--- config.mk ---
export PLATFORM = sky130hd
export DESIGN_NAME = wave_capture
export DESIGN_NICKNAME = d
export VERILOG_FILES = /design/src/rtl/wave_pkg.sv /design/src/rtl/zero_cross_detect.sv /design/src/rtl/wave_capture.sv
export SDC_FILE = /design/constraint.sdc
export NUM_CORES = 1
export LEC_CHECK = 0
export ABC_AREA = 1
export CAP_MARGIN = 40
export CORE_ASPECT_RATIO = 1.1
export CORE_UTILIZATION = 60
export CTS_CLUSTER_SIZE = 12
export DETAILED_ROUTE_END_ITERATION = 12
export DONT_BUFFER_PORTS = 1
export PLACE_DENSITY = 0.73
export SLEW_MARGIN = 10
export SYNTH_ARGS = -nofsm -noshare
export SYNTH_HDL_FRONTEND = slang
export SYNTH_SLANG_ARGS = --single-unit
--- constraint.sdc ---
create_clock -name clk -period 1.85 [get_ports clk]
set_clock_uncertainty 0.15 [all_clocks]
set_input_delay 0.185 -clock clk [delete_from_list [all_inputs] [get_ports clk]]
set_output_delay 0.185 -clock clk [all_outputs]
set_load 0.1 [all_outputs]
--- src/rtl/wave_pkg.sv ---
// rtl/wave_pkg.sv - shared state encoding and widths for the waveform capture block
package wave_pkg;

    typedef enum logic [1:0] {
        ARMED  = 2'd0,
        ACTIVE = 2'd1,
        WAIT   = 2'd2
    } wave_state_t;

    localparam int DISPLAY_W  = 8;
    localparam int RAM_ADDR_W = 9;

endpackage

--- src/rtl/zero_cross_detect.sv ---
// rtl/zero_cross_detect.sv - flags a negative-to-non-negative transition between two signed samples
module zero_cross_detect #(
    parameter int SAMPLE_W = 16
) (
    input  logic [SAMPLE_W-1:0] prev_sample,
    input  logic [SAMPLE_W-1:0] cur_sample,
    output logic                rising
);

    // Two's complement: the sign bit alone decides < 0 versus >= 0.
    assign rising = prev_sample[SAMPLE_W-1] & ~cur_sample[SAMPLE_W-1];

endmodule

--- src/rtl/wave_capture.sv ---
// rtl/wave_capture.sv - double-buffered triggered audio capture; optional auto-trigger via WAVE_CAPTURE_TIMEOUT_EN
module wave_capture
    import wave_pkg::*;
#(
    parameter int SAMPLE_W        = 16,
    parameter int CAP_DEPTH_LOG2  = 8,
    parameter int TIMEOUT_SAMPLES = 1024
) (
    input  logic                      clk,
    input  logic                      reset,
    input  logic                      new_sample_ready,
    input  logic [SAMPLE_W-1:0]       new_sample_in,
    input  logic                      wave_display_idle,
    output logic [CAP_DEPTH_LOG2:0]   write_address,
    output logic                      write_enable,
    output logic [DISPLAY_W-1:0]      write_sample,
    output logic                      read_index
);

    wave_state_t               state, next_state;
    logic [CAP_DEPTH_LOG2-1:0] count, next_count;
    logic [SAMPLE_W-1:0]       prev_sample;
    logic                      next_read_index;
    logic                      next_write_enable;
    logic [CAP_DEPTH_LOG2:0]   next_write_address;
    logic [DISPLAY_W-1:0]      next_write_sample;
    logic                      rising;

`ifdef WAVE_CAPTURE_TIMEOUT_EN
    localparam int TO_W = $clog2(TIMEOUT_SAMPLES + 1);
    logic [TO_W-1:0] timeout_cnt, next_timeout_cnt;
`endif

    zero_cross_detect #(
        .SAMPLE_W (SAMPLE_W)
    ) u_zero_cross_detect (
        .prev_sample (prev_sample),
        .cur_sample  (new_sample_in),
        .rising      (rising)
    );

    always_ff @(posedge clk or negedge reset) begin
        if (!reset) begin
            state         <= ARMED;
            count         <= '0;
            prev_sample   <= '0;
            read_index    <= 1'b0;
            write_enable  <= 1'b0;
            write_address <= '0;
            write_sample  <= '0;
`ifdef WAVE_CAPTURE_TIMEOUT_EN
            timeout_cnt   <= '0;
`endif
        end else begin
            state         <= next_state;
            count         <= next_count;
            read_index    <= next_read_index;
            write_enable  <= next_write_enable;
            write_address <= next_write_address;
            write_sample  <= next_write_sample;
            if (new_sample_ready) begin
                prev_sample <= new_sample_in;
            end
`ifdef WAVE_CAPTURE_TIMEOUT_EN
            timeout_cnt   <= next_timeout_cnt;
`endif
        end
    end

    always_comb begin
        next_state         = state;
        next_count         = count;
        next_read_index    = read_index;
        next_write_enable  = 1'b0;
        next_write_address = write_address;
        next_write_sample  = write_sample;
`ifdef WAVE_CAPTURE_TIMEOUT_EN
        next_timeout_cnt   = timeout_cnt;
`endif
        case (state)
            ARMED: begin
                if (new_sample_ready) begin
                    if (rising) begin
                        next_state = ACTIVE;
                        next_count = '0;
                    end
`ifdef WAVE_CAPTURE_TIMEOUT_EN
                    else if (timeout_cnt == TO_W'(TIMEOUT_SAMPLES - 1)) begin
                        next_state = ACTIVE;
                        next_count = '0;
                    end else begin
                        next_timeout_cnt = timeout_cnt + TO_W'(1);
                    end
`endif
                end
            end
            ACTIVE: begin
                if (new_sample_ready) begin
                    // Fill the half the display is not reading; offset-binary for the display.
                    next_write_enable  = 1'b1;
                    next_write_address = {~read_index, count};
                    next_write_sample  = {~new_sample_in[SAMPLE_W-1],
                                          new_sample_in[SAMPLE_W-2 -: DISPLAY_W-1]};
                    next_count         = count + 1'b1;
                    if (count == '1) begin
                        next_state = WAIT;
                    end
                end
            end
            WAIT: begin
                if (wave_display_idle) begin
                    next_read_index = ~read_index;
                    next_state      = ARMED;
                end
            end
            default: begin
                next_state = ARMED;
            end
        endcase
`ifdef WAVE_CAPTURE_TIMEOUT_EN
        if (next_state != ARMED) begin
            next_timeout_cnt = '0;
        end
`endif
    end

endmodule

==> flow_summary.yaml, run 1 <==
cts:
  clk_latency_ns: 0.32
  htree_levels: 2
  post-cts-setup-buffers: 0
  cts_tree: "built"
  clk_pin_slew_ns: 0.09
  clkSinkCount: 30
  clockBufferDepth: 2
  cts_root_buffer: "clkbuf_4"
  cts.repair.resized: 0
  cts-buffers-inserted: 5
yosys:
  synth_area_um2: 1350
  netlist-cell-type-count: 22
  syn-instance-count: 156
  yosysTopAreaCell: "dfrtp_1"
  syn-num-nets: 177
  syn_area_per_cell_um2: 8.64
  ys_seq_area_share_pct: 55.7
  ys_seq_elements: 30
  yosysWarnings: 0
  netlist_top_cells_area: "dfrtp_1, nand2_1, nand3_1, o21ai_0, o21ai_1"
  yosysTopAreaCellShare_pct: 55.7
route:
  final_antenna_net_count: 0
  finalWirelength_mm: 2.90
  routedWlPerCell_um: 13.2
  vias_per_cell: 5.13
  drt_first_pass_iters: 4
  drc: 0
  num_vias: 1128
  drt_iter0_markers: 21
sta:
  clock.fmax_mhz: 633
  rsz0062_at_grt: "no"
  maxSlewHeadroom_pct: 65.5
  final_hold_viol_count: 0
  finalWorstSetupSlack_ns: 0.271
  drv_slew: 0
  fin_tns_setup_ns: 0
  fin_crit_sh_pct: 85.4
  holdWs_ns: 0.0205
  min_period_ns: 1.58
  tightest_slew_ns: 0.512
  finalSetupViolCount: 0
global_routing:
  grt_max_degree: 31
  antenna_found_initial: 0
  first_global_vias: 1108
  grt_first_pass_wirelength_mm: 4.68
  overflow: 0
  grt_usage_pct: 28.2
die:
  core-area_um2: 2060
  initial_core_util_pct: 65.3
  ios: 39
  die_w_um: 47.2
  die_h_um: 51.7
  die_area_um2: 2440
  rows: 17
setup_path:
  rr_worst_depth: 8
  crit_arrival_ns: 1.65
  end_kind: "register"
  start_kind: "register"
  cp_max_fo: 4
  required_ns: 1.92
  crit_type: "register to register"
cells_and_area:
  final_cell_mix: "nand2_1, dfrtp_1, buf_4"
  n_fill_cell: 134
  final_common_cell: "nand2_1"
  final_util_pct: 82.8
  drive_gt1_share_pct: 21.4
  antenna_cells: 0
  areaGrowthSynthToFinish_pct: 26.7
  final_area_um2: 1710
  finalNonFillerCells: 220
  fin_nets: 212
place:
  place_congestion: 0.819
  dp_slack_ns: 0.312
  dp_hpwl_mm: 1.84
  io_buffers: 0
  placed_area_um2: 1500
  dp_cells: 200
pwr:
  pwr_density_cell_nw_per_um2: 1830
  leakage_nw: 0.864
  power_mw: 3.13
  vdd_drop_max_uv: 1360
worst_hold_path:
  min_delay_path_depth: 3
  hold_path_class: "primary input to register"
run_status:
  status: "finished, final reports clean"
flow_run:
  drv_cap: 0
## layer usage
layer	vias up	track usage, %	routed length (µm)
met5	-	0	0
met4	0	11.9	60
met3	10	9.03	132
met2	41	46.5	1450
met1	514	32.9	1250
li1	563	-	-
## power by group
part / switching [mW] / total [mW] / internal (mW)
combinational: 1.35 / 1.67 / 0.321
clock: 0.231 / 0.511 / 0.280
sequential: 0.116 / 0.949 / 0.833
## layout make-up
class	instances	area, µm²	share of cell area, %
Multi-Input combinational cell	111	523	30.6
Inverter	11	41.3	2.42
Tap cell	28	35.0	2.05
Clock inverter	3	40.0	2.34
Clock buffer	5	37.5	2.20
Sequential cell	30	751	44.0
Timing Repair Buffer	32	280	16.4
## Yosys cell counts
master,instances
nor2_1,9
nor2_2,2
buf_4,1
nand3_2,1
buf_2,2
xnor2_1,1
nand2_2,1
inv_2,2
nand3b_1,1
a21oi_2,3
nand3_1,9
o21ai_0,7
nand4_1,2
buf_8,1
nand2_4,2
nand2_1,63
inv_1,9
o21ai_1,7
dfrtp_1,30
ha_1,1
nor2_4,1
o21a_1,1
## state kept, by name, indices dropped and copies added, names as in the netlist
register and cells:
prev_sample 1, state 2, count 8, write_address 9
write_sample 8, read_index 1, write_enable 1
## logic make-up (layout without fill, tap and decap cells)
kind of cell               count (synthesis)  in the layout  share of synthesized area (%)
buffers and inverters                     15             51                           5.48
AOI/OAI and AO/OA                         18             18                           7.71
xor gates and xnor gates                   1              1                          0.650
and+or+nand+nor                           91             91                           29.5
DFF                                       30             30                           55.7
adders and majority gates                  1              1                          0.928
## timing repair
action | 4_1_cts | 5_1_grt
endpoints found under the setup margin | 0 | 0
hold buffers | 12 | 0
endpoints found under the hold margin | 42 | 0
## path summary, 6_finish.rpt
path	start	endpoint	slack (ns)
max	count[1]$_DFFE_PN0P_	state[0]$_DFFE_PN0P_	0.27
min	new_sample_in[15]	state[0]$_DFFE_PN0P_	0.02
max reg2reg	count[1]$_DFFE_PN0P_	state[0]$_DFFE_PN0P_	0.27
min reg2reg	read_index$_DFFE_PN0P_	write_address[8]$_DFFE_PN0P_	0.32
max in group asynchronous	reset	write_address[8]$_DFFE_PN0P_	1.21
min in group asynchronous	reset	write_address[6]$_DFFE_PN0P_	0.17
## worst max-delay path: stages (launching register included)
cell and delay [ns]:
dfrtp_1 0.40, ha_1 0.26, nand2_1 0.09, nor2_1 0.24
nand2_1 0.09, nand2_1 0.08, nand2_1 0.06, nand2_1 0.05
nand2_1 0.05
Power figures use the tool's default switching activity.
==> run 2: changes to the inputs <==
--- a/config.mk
+++ b/config.mk
@@ -5,7 +5,7 @@
 export SDC_FILE = /design/constraint.sdc
 export NUM_CORES = 1
 export LEC_CHECK = 0
-export ABC_AREA = 1
+export ABC_AREA = 0
 export CAP_MARGIN = 40
 export CORE_ASPECT_RATIO = 1.1
 export CORE_UTILIZATION = 60
==> run 2 against run 1 <==
  * Non-clock buffer count rose by 2
  * Worst setup slack got worse by 0.051 ns
  * Worst hold slack improved by 0.15 ns
==> flow_summary.yaml, run 2 <==
run_status:
  status: "finished, final reports clean"
die:
  ios: 39
  initial_core_util_pct: 64.3
  die_w_um: 46.6
  die_h_um: 51.1
  core-area_um2: 2040
  rows: 17
  die_area_um2: 2380
yosys:
  ys_seq_elements: 30
  yosys.area_share.simple_pct: 10.1
  syn-instance-count: 96
  muxShareOfSynthArea_pct: 17.7
  syn_area_per_cell_um2: 13.7
  yosysWarnings: 0
  synth_xor_area_share_pct: 4.67
  synth_compound_area_share_pct: 6.67
  yosysTopAreaCellShare_pct: 57.1
  synth_flop_cell: "dfrtp_1"
  synth_top_family_by_area: "multiplexers"
  yosysTopAreaCell: "dfrtp_1"
  netlist-cell-type-count: 28
  async_flop_share_pct: 100
  yosysMostFrequentCell: "dfrtp_1"
  synthAdderAreaFrac_pct: 0.952
  synth_edf_count: 0
  synthTopCellsByCount: "dfrtp_1, mux2_4, nor2_1, nand2_1, xor2_1"
  synth_area_um2: 1310
  syn-num-nets: 117
  netlist_top_cells_area: "dfrtp_1, mux2_4, xor2_1, nor2_1, o2111ai_1"
  ys_seq_area_share_pct: 57.1
cells_and_area:
  finalNonFillerCells: 162
  antenna_cells: 0
  final_cell_mix: "dfrtp_1, buf_4, mux2_4"
  final_area_um2: 1680
  fin_nets: 154
  areaGrowthSynthToFinish_pct: 28.2
  largestRegisters: "write_address (9), count (8), write_sample (8)"
  regMostFlops: "write_address"
  largest_register_ffs: 9
  drive_gt1_share_pct: 35.1
  final_common_cell: "dfrtp_1"
  n_fill_cell: 111
setup_path:
  rr_worst_depth: 4
  required_ns: 1.92
  end_kind: "register"
  start_kind: "register"
  crit_start: "state[1]$_DFFE_PN0P_"
  cp_max_fo: 16
  r2r-start: "state[1]$_DFFE_PN0P_"
  reg2reg_slack_ns: 0.22
  crit_type: "register to register"
  crit_arrival_ns: 1.70
  reg2reg_to: "write_address[0]$_DFFE_PN0P_"
pwr:
  vdd_drop_max_uv: 921
  power_mw: 2.38
  pwr_density_cell_nw_per_um2: 1410
  leakage_nw: 0.827
place:
  dp_cells: 142
  dp_hpwl_mm: 1.58
  io_buffers: 0
  dp_slack_ns: 0.261
  place_congestion: 0.865
  placed_area_um2: 1490
route:
  routedWlPerCell_um: 17.9
  final_antenna_net_count: 0
  drt_first_pass_iters: 4
  num_vias: 928
  finalWirelength_mm: 2.90
  drc: 0
  vias_per_cell: 5.73
  drt_iter0_markers: 30
global_routing:
  grt_first_pass_wirelength_mm: 4.60
  antenna_found_initial: 0
  grt_usage_pct: 29.4
  first_global_vias: 944
  grt_max_degree: 31
  overflow: 0
sta:
  finalSetupViolCount: 0
  tightest_slew_ns: 0.423
  fin_tns_setup_ns: 0
  maxSlewHeadroom_pct: 71.7
  drv_slew: 0
  min_period_ns: 1.63
  clock.fmax_mhz: 613
  final_hold_viol_count: 0
  rsz0062_at_grt: "no"
  fin_crit_sh_pct: 88.1
  finalWorstSetupSlack_ns: 0.219
cts:
  cts_root_buffer: "clkbuf_4"
  ctsHoldBuffers: 12
  cts-buffers-inserted: 5
  clk_pin_slew_ns: 0.09
  clockBufferDepth: 2
  cts.repair.resized: 0
  post-cts-setup-buffers: 0
  cts_tree: "built"
  clkSinkCount: 30
  clk_latency_ns: 0.33
  htree_levels: 2
flow_run:
  drv_cap: 0
worst_hold_path:
  hold_path_class: "primary input to asynchronous set/reset pin"
==> run 2: worst max path at each step <==
stage | end | slack [ns] | depth (start not counted)
4_1_cts | write_address[0]$_DFFE_PN0P_ | 0.24 | 4
3_3_place_gp | write_sample[5]$_DFFE_PN0P_ | 0.28 | 4
6_report | write_address[0]$_DFFE_PN0P_ | 0.22 | 4
5_1_grt | write_sample[6]$_DFFE_PN0P_ | 0.15 | 4
2_1_floorplan | write_address[0]$_DFFE_PN0P_ | 0.43 | 4
3_5_place_dp | write_address[2]$_DFFE_PN0P_ | 0.26 | 4
==> run 2: worst max-delay path, cell delays in order, from the launching register on <==
cell and delay (ns):
dfrtp_1 0.43, and2b_1 0.24, nand2_2 0.19, buf_12 0.20, mux2_4 0.32
==> run 2: power by group <==
group | internal, mW | leakage (nW) | switching, mW
registers | 0.792 | 0.371 | 0.129
logic | 0.284 | 0.421 | 0.768
clock network | 0.184 | 0.0353 | 0.224
total | 1.26 | 0.827 | 1.12
==> run 2: kinds of logic after synthesis <==
kind of cell             after synthesis
multiplexers                          16
AO/OA/AOI/OAI                         13
flip-flops                            30
adder cells (fa/ha/maj)                1
buffers and inverters                  5
XOR/XNOR                               7
AND/OR/NAND/NOR                       24
==> run 2: area by class of cell <==
type                            count  area, µm²  area share, %
Clock buffer                        7       55.1           3.27
Clock inverter                      1       5.00          0.297
Inverter                            1       3.75          0.223
Multi-Input combinational cell     61        527           31.3
Sequential cell                    30        751           44.6
Tap cell                           28       35.0           2.08
Timing Repair Buffer               34        308           18.3
==> run 2: per-layer routing <==
layer	GRT usage (%)	share of wire [%]	vias to the layer above
li1	-	-	412
met1	33.2	37	451
met2	45.4	51	53
met3	8.83	6.9	12
met4	21.4	5.4	0
met5	0	0	-
==> run 2: metrics by stage <==
| stage | hold WS, ns | util, % |
|---|---|---|
| global route | 0.164 | 82.5 |
| floorplan | -0.261 | - |
| detailed placement | -0.260 | 73.2 |
| CTS | 0.139 | 82.5 |
| global placement | -0.260 | 73.2 |
| finish | 0.169 | 82.5 |
==> run 3: changes to the inputs <==
--- a/config.mk
+++ b/config.mk
@@ -5,7 +5,7 @@
 export SDC_FILE = /design/constraint.sdc
 export NUM_CORES = 1
 export LEC_CHECK = 0
-export ABC_AREA = 0
+export ABC_AREA = 1
 export CAP_MARGIN = 40
 export CORE_ASPECT_RATIO = 1.1
 export CORE_UTILIZATION = 60
==> results of run 3 <==
No change in the layout: final DEF, timing and power equal those of run 1.
